[src/rtl/dm_bus_master.sv]
// dm_bus_master: MEM-stage load/store initiator. Turns byte/half/word
// accesses into word-aligned request/acknowledge bus transactions, stalls
// the pipeline until completion, extracts and extends load data, and
// reports misaligned accesses and bus timeouts.

`ifndef WIDTH_DMSIZESEL
`define WIDTH_DMSIZESEL 2
`endif
`ifndef WIDTH_DMEXTSEL
`define WIDTH_DMEXTSEL 1
`endif

module dm_bus_master #(
  parameter int TIMEOUT_CYCLES = 255,
  parameter int CNT_W          = 16
) (
  input  logic                        Clk,
  input  logic                        Reset,
  input  logic                        MemRead,
  input  logic                        MemWrite,
  input  logic [`WIDTH_DMSIZESEL-1:0] DMSizeSel,
  input  logic [`WIDTH_DMEXTSEL-1:0]  DMExtSel,
  input  logic [31:0]                 Addr,
  input  logic [31:0]                 WD,
  output logic                        Stall,
  output logic [31:0]                 RD,
  output logic                        RDValid,
  output logic                        AlignErr,
  output logic                        BusErr,
  output logic [31:0]                 BadVAddr,
  output logic                        BusReq,
  output logic                        BusWE,
  output logic [31:0]                 BusAddr,
  output logic [3:0]                  BusBE,
  output logic [31:0]                 BusWData,
  input  logic                        BusAck,
  input  logic [31:0]                 BusRData
);

  localparam logic [1:0] SZ_HALF = 2'b01;
  localparam logic [1:0] SZ_BYTE = 2'b10;

  typedef enum logic [1:0] {
    IDLE = 2'b00,
    REQ  = 2'b01,
    DONE = 2'b10
  } state_t;

  state_t state, next_state;

  logic [CNT_W-1:0] cnt;
  logic             start, align_fault, ack_hit, timeout_hit;

  logic             req, is_half, is_byte, misaligned;
  logic [3:0]       be_next;
  logic [31:0]      wdata_next;

  logic             we_q;
  logic [1:0]       size_q;
  logic             uns_q;
  logic [1:0]       off_q;
  logic [31:0]      addr_q;
  logic [3:0]       be_q;
  logic [31:0]      wdata_q;
  logic             in_req;

  // Pick the addressed field out of a read word and sign- or zero-extend it.
  function automatic logic [31:0] extract(input logic [31:0] word,
                                          input logic [1:0]  size,
                                          input logic [1:0]  off,
                                          input logic        uns);
    logic [15:0] half_v;
    logic [7:0]  lane_v;
    logic [31:0] res;
    half_v = off[1] ? word[31:16] : word[15:0];
    case (off)
      2'd0:    lane_v = word[7:0];
      2'd1:    lane_v = word[15:8];
      2'd2:    lane_v = word[23:16];
      default: lane_v = word[31:24];
    endcase
    case (size)
      SZ_HALF: res = {{16{half_v[15] & ~uns}}, half_v};
      SZ_BYTE: res = {{24{lane_v[7] & ~uns}}, lane_v};
      default: res = word;
    endcase
    return res;
  endfunction

  assign req     = MemRead | MemWrite;
  assign is_half = (DMSizeSel == SZ_HALF);
  assign is_byte = (DMSizeSel == SZ_BYTE);

  // Classify the incoming access and build its byte enables and write lanes.
  always_comb begin
    misaligned = 1'b0;
    be_next    = 4'b1111;
    wdata_next = WD;
    if (is_half) begin
      misaligned = Addr[0];
      be_next    = Addr[1] ? 4'b1100 : 4'b0011;
      wdata_next = {2{WD[15:0]}};
    end else if (is_byte) begin
      be_next    = 4'b0001 << Addr[1:0];
      wdata_next = {4{WD[7:0]}};
    end else begin
      misaligned = (Addr[1:0] != 2'b00);
    end
  end

  // State register.
  always_ff @(posedge Clk or negedge Reset) begin
    if (!Reset) state <= IDLE;
    else        state <= next_state;
  end

  // Next-state decode plus the combinational Stall and BusReq.
  always_comb begin
    next_state  = state;
    start       = 1'b0;
    align_fault = 1'b0;
    ack_hit     = 1'b0;
    timeout_hit = 1'b0;
    Stall       = 1'b0;
    BusReq      = 1'b0;
    case (state)
      IDLE: begin
        if (req) begin
          if (misaligned) begin
            align_fault = 1'b1;
          end else begin
            start      = 1'b1;
            Stall      = Reset;
            next_state = REQ;
          end
        end
      end
      REQ: begin
        BusReq = 1'b1;
        Stall  = 1'b1;
        if (BusAck) begin
          ack_hit    = 1'b1;
          next_state = DONE;
        end else if (cnt == CNT_W'(TIMEOUT_CYCLES - 1)) begin
          timeout_hit = 1'b1;
          next_state  = DONE;
        end
      end
      DONE:    next_state = IDLE;
      default: next_state = IDLE;
    endcase
  end

  // Timeout counter: restarts on each new transaction, counts REQ cycles.
  always_ff @(posedge Clk or negedge Reset) begin
    if (!Reset)              cnt <= '0;
    else if (start)          cnt <= '0;
    else if (state == REQ)   cnt <= cnt + 1'b1;
  end

  // Transaction latches, load result, error pulses and fault address.
  always_ff @(posedge Clk or negedge Reset) begin
    if (!Reset) begin
      we_q     <= 1'b0;
      size_q   <= 2'b00;
      uns_q    <= 1'b0;
      off_q    <= 2'b00;
      addr_q   <= '0;
      be_q     <= '0;
      wdata_q  <= '0;
      RD       <= '0;
      RDValid  <= 1'b0;
      AlignErr <= 1'b0;
      BusErr   <= 1'b0;
      BadVAddr <= '0;
    end else begin
      RDValid  <= 1'b0;
      AlignErr <= 1'b0;
      BusErr   <= 1'b0;
      if (align_fault) begin
        AlignErr <= 1'b1;
        BadVAddr <= Addr;
      end
      if (start) begin
        we_q    <= MemWrite;
        size_q  <= DMSizeSel;
        uns_q   <= DMExtSel[0];
        off_q   <= Addr[1:0];
        addr_q  <= {Addr[31:2], 2'b00};
        be_q    <= be_next;
        wdata_q <= MemWrite ? wdata_next : 32'h0;
      end
      if (ack_hit && !we_q) begin
        RD      <= extract(BusRData, size_q, off_q, uns_q);
        RDValid <= 1'b1;
      end
      if (timeout_hit) begin
        BusErr <= 1'b1;
        if (!we_q) RD <= '0;
      end
    end
  end

  assign in_req   = (state == REQ);
  assign BusWE    = in_req & we_q;
  assign BusAddr  = in_req ? addr_q  : 32'h0;
  assign BusBE    = in_req ? be_q    : 4'h0;
  assign BusWData = in_req ? wdata_q : 32'h0;

endmodule

[config.mk]
export PLATFORM = sky130hd
export DESIGN_NAME = dm_bus_master
export DESIGN_NICKNAME = d
export VERILOG_FILES = /design/src/rtl/dm_bus_master.sv
export SDC_FILE = /design/constraint.sdc
export NUM_CORES = 1
export LEC_CHECK = 0
export CORE_ASPECT_RATIO = 0.9
export CORE_MARGIN = 2
export CORE_UTILIZATION = 51
export CTS_CLUSTER_DIAMETER = 40
export CTS_CLUSTER_SIZE = 10
export DETAILED_ROUTE_END_ITERATION = 16
export GPL_TIMING_DRIVEN = 0
export PLACE_DENSITY = 0.86
export SLEW_MARGIN = 20
export SYNTH_ARGS = -nofsm -noshare
export SYNTH_HDL_FRONTEND = slang
export SYNTH_SLANG_ARGS = --single-unit
[constraint.sdc]
create_clock -name Clk -period 3.67 [get_ports Clk]
set_input_delay 0.5505 -clock Clk [delete_from_list [all_inputs] [get_ports Clk]]
set_output_delay 0.5505 -clock Clk [all_outputs]
set_load 0.005 [all_outputs]
Word level (Yosys, flattened, before mapping)
Cells that the tools add are included.
{ "totals": {"ff_bits": 157, "in_bits": 104, "out_inout_bits": 138, "wordCells": 82} }
{ "op_classes": {"addsub": 1, "n_eq_ne": 11, "shifts": 1, "n_mux": 43, "bitwise_logic": 5, "reduce_logical": 7} }
{ "ops": {"columns": ["cell", "n"], "rows": [
  ["2-to-1 mux 32 bit", 8],
  ["one-hot mux 32 bit (2 select lines)", 1],
  ["2-to-1 mux 16 bit", 3],
  ["one-hot mux 8 bit (3 select lines)", 1],
  ["2-to-1 mux 1 bit", 19],
  ["adder 16 x 1 -> 16 bit, second input constant", 1],
  ["== test 16 x 8 -> 1 bit, second input constant", 1],
  ["2-to-1 mux 4 bit", 4],
  ["== test 2 x 1 -> 1 bit, second input constant", 4],
  ["2-to-1 mux 2 bit", 4],
  ["2-to-1 mux 8 bit", 1],
  ["== test 2 bit, second input constant", 3],
  ["logical NOT 2 bit", 2],
  ["inequality test 2 bit, second input constant", 2],
  ["one-hot mux 2 bit (2 select lines)", 1],
  ["nonzero test 2 bit", 2],
  ["left shift 1 x 2 -> 4 bit, first input constant", 1],
  ["AND 1 bit", 3],
  ["inequality test 3 x 2 -> 1 bit, second input constant", 1],
  ["AND reduction 3 bit", 1],
  ["one-hot mux 1 bit (2 select lines)", 1],
  ["logical AND 1 bit", 1],
  ["logical NOT 1 bit", 1],
  ["NOT 1 bit", 1],
  ["OR 1 bit", 1]
]} }

Longest topological paths before layout
Gate-level depths: netlist of the first run.
{ "depth": {"depth_word": 9, "ltp_mapped": 8, "depth_no_buf": 6} }

Worst setup path after synthesis of the first run
OpenSTA, ideal clock, no wires.
{ "synth_path": {"path_kind": "input to register", "startpoint": "in MemWrite", "endpoint": "reg addr_q[18]", "setup_ns": 0.127, "arrival_time_ns": 2.079, "required_ns": 3.543, "path_slack_ns": 1.464, "stages": 8, "path_buffers": 4, "path_cell_list": "buf_2 nor2_1 or3_1 buf_2 nor2_1 buf_2 buf_6 mux2_1"} }
{ "synth_via": {"elab_chain_len": 3} }
{ "synth_rtl": {"columns": ["item", "line", "rtl"], "rows": [
  ["from (decl)", "20", "input logic MemWrite,"],
  ["OR 1 bit", "90", "assign req = MemRead | MemWrite;"],
  ["2-to-1 mux 1 bit", "128", "if (req) begin"],
  ["2-to-1 mux 1 bit", "126", "case (state)"],
  ["to (signal assigned)", "189", "addr_q <= {Addr[31:2], 2'b00};"],
  ["to (decl)", "62", "logic [31:0] addr_q;"]
]} }
Every way passes these cells.
A chain may end at the register's enable or synchronous reset.

Worst setup path after layout of the first run
{ "layout_path": {"startpoint": "reg state[1]", "endpoint": "out BusWData[24]"} }
{ "layout_via": {"elab_chain_len": 2} }
{ "layout_rtl": {"columns": ["item", "line", "rtl"], "rows": [
  ["from (decl)", "49", "state_t state, next_state;"],
  ["from (signal assigned)", "114", "else state <= next_state;"],
  ["== test 2 x 1 -> 1 bit", "204", "assign in_req = (state == REQ);"],
  ["2-to-1 mux 32 bit", "208", "assign BusWData = in_req ? wdata_q : 32'h0;"],
  ["to (decl)", "35", "output logic [31:0] BusWData,"]
]} }
Every way passes these cells.

==> results of run 1 <==
synth_stat cells (2+ instances only):
| library cell | instances |
|---|---|
| dfrtp_1 | 157 |
| and2_1 | 64 |
| nand2_1 | 63 |
| o21ai_0 | 60 |
| clkbuf_1 | 44 |
| mux2_1 | 44 |
| mux2i_1 | 41 |
| mux2_2 | 30 |
| nand3_1 | 28 |
| a21oi_1 | 27 |
| o31ai_1 | 21 |
| nor2_1 | 20 |
| a32o_1 | 16 |
| inv_1 | 15 |
| o211ai_1 | 14 |
| buf_2 | 13 |
| o21ai_1 | 13 |
| o22ai_1 | 10 |
| a222oi_1 | 8 |
| a31oi_1 | 7 |
| nand2b_1 | 5 |
| ha_1 | 4 |
| nor3_1 | 4 |
| buf_6 | 3 |
| nand3b_1 | 3 |
| o221ai_1 | 3 |
| or3_1 | 3 |
| or4_1 | 3 |
| a211oi_1 | 2 |
| and4_1 | 2 |
| buf_1 | 2 |
| buf_4 | 2 |
| nand4_1 | 2 |
| nor2b_1 | 2 |
| o22a_1 | 2 |
| o41ai_1 | 2 |
| or2_2 | 2 |
through the flow:
step           setup slack (ns)  total power, W  hold slack (ns)  area [µm²]
2_1_floorplan              1.46         0.00478            0.255        7990
3_3_place_gp              -4.42         0.00661            0.458       10600
3_5_place_dp              0.312         0.00675            0.467       10700
4_1_cts                  0.0936         0.00863           0.0708       11300
5_1_grt                  0.0654         0.00915           0.0894       11300
6_report                  0.203         0.00863           0.0606       11300
power by group:
part	internal (W)	total (W)	leakage (nW)	switching, W
Combinational	0.00203	0.00387	2.46	0.00184
Sequential	0.00249	0.00291	1.97	0.000416
Clock	0.00111	0.00185	0.301	0.000735
cells in the final DEF, fill, tap and decap left out, types with 17 or more instances in the layout:
master / synthesis / layout
mux2_2: 30 / 30
a21oi_1: 27 / 27
mux2_1: 44 / 44
clkbuf_1: 44 / 44
clkbuf_16: 0 / 17
clkdlybuf4s50_1: 0 / 236
o31ai_1: 21 / 21
o21ai_0: 60 / 60
nand3_1: 28 / 28
nand2_1: 63 / 63
nor2_1: 20 / 20
dfrtp_1: 157 / 157
mux2i_1: 41 / 41
and2_1: 64 / 64
layer usage:
layer	wire length (µm)	up-vias
met1	9790	3572
met2	11400	423
met3	2760	71
met5	0	-
met4	837	0
li1	-	3285
layout make-up:
cell class                 count  area, µm²  area share
inverter                      16       60.1     0.00533
clock inverter                12        160      0.0142
multi-input combinational    528       3720       0.330
buffer                        63        283      0.0251
clock buffer                  20        457      0.0405
tap                          202        253      0.0224
timing repair buffer         238       2400       0.213
sequential                   157       3930       0.349
critical path: cells and delay by family, from the launching register on:
kind / cells / cell delay (ns)
and+or+nand+nor: 2 / 0.51
buffers and inverters: 3 / 1.55
DFF: 1 / 0.43
how the worst max path moves through the flow:
stage                               endpoint  slack, ns            startpoint
finish                          BusWData[24]       0.20  state[1]$_DFFE_PN0P_
global route                    BusWData[24]       0.07  state[1]$_DFFE_PN0P_
CTS                              BusWData[3]       0.09  state[1]$_DFFE_PN0P_
detailed placement                     Stall       0.31          DMSizeSel[0]
global placement    BadVAddr[31]$_DFFE_PN0P_      -4.42                 Reset
floorplan             addr_q[18]$_DFFE_PN0P_       1.46              MemWrite
kinds of logic after synthesis:
family	after synthesis
buffers and inverters	80
and+or+nand+nor	211
adders and majority gates	4
AOI/OAI and AO/OA	195
DFF	157
muxes	116
other	1
==> flow_summary_export.csv, run 1 <==
group,metric,value,unit
run_status,outcome,"complete, no violations",
synth,yosysTopAreaCell,"dfrtp_1",
place,detailed_place_hpwl,17800,µm
floorplan,die_w,136,µm
routing,wl_per_cell,20.0,µm
timing,fin_crit,3.47,ns
clock_tree,cts_root_buf,"clkbuf_16",
grt,grt_use_met2,0.478,
run,maxCapViolCount,0,
routing,dr.pass1.iters,7,
routing,totalWireLength,24800,µm
grt,grt_usage,0.302,
timing,max_slew_margin,0.408,
synth,ys_async_sr_fraction,1.00,
critical_path,crit_arrival,2.92,ns
floorplan,pin_count,242,
grt,grtUsageMet1,0.388,
clock_tree,postCtsResizedCells,0,
synth,synth_area,0.00799,mm²
synth,synth-xor-area-share,0,
synth,synth-adder-area-share,0.00626,
critical_path,reg2reg_from,"cnt[0]$_DFFE_PN0P_",
final_layout,nFillCells,1122,
final_layout,stdcell_count,1236,
routing,drc_errors,0,
final_layout,drive_gt1_frac,0.0851,
final_layout,nets,1129,
timing,max_freq,288,MHz
synth,yosys_warnings,0,
synth,synth_edf_count,0,
synth,ys_ff_latch,157,
clock_tree,cts_hold_buf,0,
place,placed_cells,1205,
floorplan,die-area,0.0167,mm²
synth,synthSimpleGateAreaFrac,0.140,
clock_tree,cts_setup_buffers,0,
timing,finalCritPeriodShare,0.945,
routing,vias,7351,
critical_path,path_class,"reg -> out",
critical_path,cp_slowest_cell,"clkdlybuf4s50_1",
clock_tree,clock_path_buffers,2,
clock_tree,clkTransAtPathRegs,0.07,ns
synth,synthFlopType,"dfrtp_1",
floorplan,core.rowCount,43,
final_layout,antenna_cells,0,
synth,synth_top_family_by_area,"compound AO/OA/AOI/OAI gates",
floorplan,die_y,123,µm
pwr,ir_worst_vdd,0.472,mV
synth,synth_area_leaders,"dfrtp_1 49%, mux2_1 6.2%, mux2i_1 5.1%",
critical_path,cp-start-kind,"register",
grt,grt_overflow_total,0,
pwr,cellPowerDensity,766,mW/mm²
routing,via_per_inst,5.95,
critical_path,cp_max_fo,14,
critical_path,crit_required,3.12,ns
synth,netlist.area_leader.share,0.492,
timing,setup_viol_count_final,0,
grt,grt.busiest_layer,"met2",
timing,clock_skew,0.00848,ns
synth,synthCells,764,
timing,setup-tns-final,0,ns
critical_path,critPathMaxStageDelay,0.54,ns
synth,ys_seq_area_frac,0.492,
timing,tightestPinTransition,0.885,ns
clock_tree,cts_max_level,4,
synth,synth_compound_area_frac,0.160,
floorplan,core,0.0154,mm²
pwr,p_leak,4.73,nW
grt,met3_usage,0.0975,
synth,syn_area_per_cell,10.5,µm²
floorplan,start_util,0.519,
clock_tree,clk-insertion-delay-late,0.42,ns
grt,antenna_found_initial,0,
hold_path,hold_path_class,"in -> async",
critical_path,ff2ff_path_depth,7,
timing,finalHoldViolCount,0,
synth,muxShareOfSynthArea,0.158,
timing,grt_setup_unrepaired,"no",
grt,grt_pass1_vias,7295,
place,port_buffers,237,
clock_tree,cts.sinks,157,
grt,grt_max_degree,99,
clock_tree,cts_buffers,17,
critical_path,cp_cell_sequence,"nand2b_1 > inv_1 > clkbuf_1 > and2_1 > clkdlybuf4s50_1",
routing,antenna_left,0,
critical_path,r2r_slack,1.08,ns
final_layout,final_core_util,0.732,
critical_path,worst_setup_path_end_kind,"output port",
place,globalplace.congestion,0.918,
clock_tree,cts_tree,"built",
final_layout,synthToLayoutAreaGrowth,41.0,%
grt,grt_pass1_wl,38600,µm
timing,slew_viol_final,0,
synth,synthDistinctLibCells,60,
routing,drtIter0Drc,611,
No activity file was read; power rests on OpenSTA's default activity.
==> run 2: changes to the inputs <==
SLEW_MARGIN = 30   (was 20)
==> flow_summary_export.csv, run 2 (synthesized netlist as in run 1, its figures left out) <==
group,metric,value,unit
timing,setup_viol_count_final,0,
grt,grt_pass1_wl,38500,µm
final_layout,drive_gt1_frac,0.0857,
critical_path,cp_slowest_cell,"clkdlybuf4s50_1",
timing,finalCritPeriodShare,0.926,
hold_path,hold_path_class,"in -> reg",
final_layout,antenna_cells,0,
clock_tree,clkTransAtPathRegs,0.06,ns
clock_tree,cts.sinks,157,
pwr,pwr-share-seq,0.338,
grt,grt_use_met2,0.483,
clock_tree,clk-insertion-delay-late,0.42,ns
grt,grt_max_degree,83,
clock_tree,clock_path_buffers,2,
timing,max_freq,294,MHz
timing,tightestPinTransition,0.885,ns
critical_path,critPathMaxStageDelay,0.51,ns
timing,hold_slack,0.461,ns
timing,finalHoldViolCount,0,
clock_tree,cts_root_buf,"clkbuf_16",
grt,grt_pass1_vias,7307,
timing,clock_skew,0.00672,ns
final_layout,final_core_util,0.736,
routing,vias,7376,
routing,drc_errors,0,
clock_tree,cts_setup_buffers,0,
pwr,comb_power_share,0.451,
pwr,p_leak,4.74,nW
routing,via_per_inst,5.95,
grt,grt_usage,0.302,
floorplan,die_y,123,µm
floorplan,die-area,0.0167,mm²
run,maxCapViolCount,0,
floorplan,die_w,136,µm
grt,grt_overflow_total,0,
critical_path,cp_cell_sequence,"nand2b_1 > inv_1 > clkbuf_2 > clkbuf_1 > and2_1 > clkdlybuf4s50_1",
grt,met3_usage,0.0925,
pwr,p_sw_frac,0.345,
routing,totalWireLength,25000,µm
critical_path,crit_required,3.12,ns
pwr,cellPowerDensity,761,mW/mm²
final_layout,synthToLayoutAreaGrowth,41.7,%
critical_path,crit_arrival,2.85,ns
pwr,p_int,0.00564,W
final_layout,nets,1133,
timing,grt_setup_unrepaired,"no",
final_layout,final_common_cell,"clkdlybuf4s50_1",
routing,antenna_left,0,
pwr,switching_power,0.00298,W
timing,fin_crit,3.40,ns
critical_path,worst_setup_path_end_kind,"output port",
pwr,ir_worst_vdd,0.491,mV
clock_tree,cts_buffers,17,
grt,grt.busiest_layer,"met2",
floorplan,core.rowCount,43,
final_layout,final_cell_mix,"236 x clkdlybuf4s50_1, 157 x dfrtp_1, 64 x and2_1",
grt,antenna_found_initial,0,
place,detailed_place_hpwl,18000,µm
floorplan,pin_count,242,
pwr,clkPwrFrac,0.211,
routing,dr.pass1.iters,10,
floorplan,start_util,0.519,
routing,drtIter0Drc,611,
floorplan,core,0.0154,mm²
critical_path,cp_max_fo,10,
timing,max_slew_margin,0.408,
grt,grtUsageMet1,0.383,
critical_path,path_class,"reg -> out",
timing,setup-tns-final,0,ns
place,globalplace.congestion,0.918,
routing,wl_per_cell,20.2,µm
place,port_buffers,237,
timing,slew_viol_final,0,
critical_path,cp-start-kind,"register",
clock_tree,cts_max_level,4,
clock_tree,cts_tree,"built",
run_status,outcome,"complete, no violations",
-- run 2: final cells by class --
cell class	instances	area, µm²
repair buffers	241	2470
clock inverters	10	139
clock buffers	22	464
plain buffers	64	288
well taps	202	253
flip-flops and latches	157	3930
inverters	16	60.1
fillers	1091	4070
multi-input cells	528	3720
-- run 2: path summary, 6_finish.rpt --
kind	startpoint	to	slack, ns	depth (start not counted)
worst max-delay path	state[1]$_DFFE_PN0P_	BusWData[9]	0.27	6
worst min-delay path	Addr[1]	be_q[0]$_DFFE_PN0P_	0.46	2
worst max register to register	cnt[0]$_DFFE_PN0P_	register	1.16	7
worst min register to register	addr_q[18]$_DFFE_PN0P_	addr_q[18]$_DFFE_PN0P_	0.48	1
max in group asynchronous	Reset	BadVAddr[8]$_DFFE_PN0P_	2.28	4
min in group asynchronous	Reset	async pin	0.57	2
-- run 2: layer usage --
layer / wire [µm] / part of all wire
met1: 9780 / 0.39
met2: 11700 / 0.47
met3: 2880 / 0.11
met4: 727 / 0.029
met5: 0 / 0
-- run 2: worst max-delay path: cells and delay by family (launching register included) --
kind	cells	cell delay, ns
simple gates	2	0.54
flops	1	0.43
buf+inv	4	1.45
-- run 2: what timing repair did --
item | in CTS | in global routing
gates resized for setup | 0 | 2
endpoints found under the setup margin | 0 | 21
hold buffers | 1 | 0
endpoints found under the hold margin | 26 | 0
-- run 2: power by group through the flow --
stage	clock, W	combinational [W]	sequential [W]
final	0.00182	0.00388	0.00291
after global routing	0.00191	0.00420	0.00300
after CTS	0.00184	0.00387	0.00290
after detailed placement	0	0.00383	0.00292
after global placement	0	0.00373	0.00288
after floorplan	0	0.00194	0.00284
-- run 2: per-stage QoR --
stage | std cells | total power [W] | setup slack (ns) | area [µm²]
after floorplan | 765 | 0.00478 | 1.46 | 7990
after global placement | 1204 | 0.00661 | -4.42 | 10600
after detailed placement | 1206 | 0.00675 | 0.320 | 10700
after CTS | 1239 | 0.00861 | 0.0686 | 11300
after global routing | 1240 | 0.00911 | 0.0949 | 11300
final | 1240 | 0.00862 | 0.273 | 11300
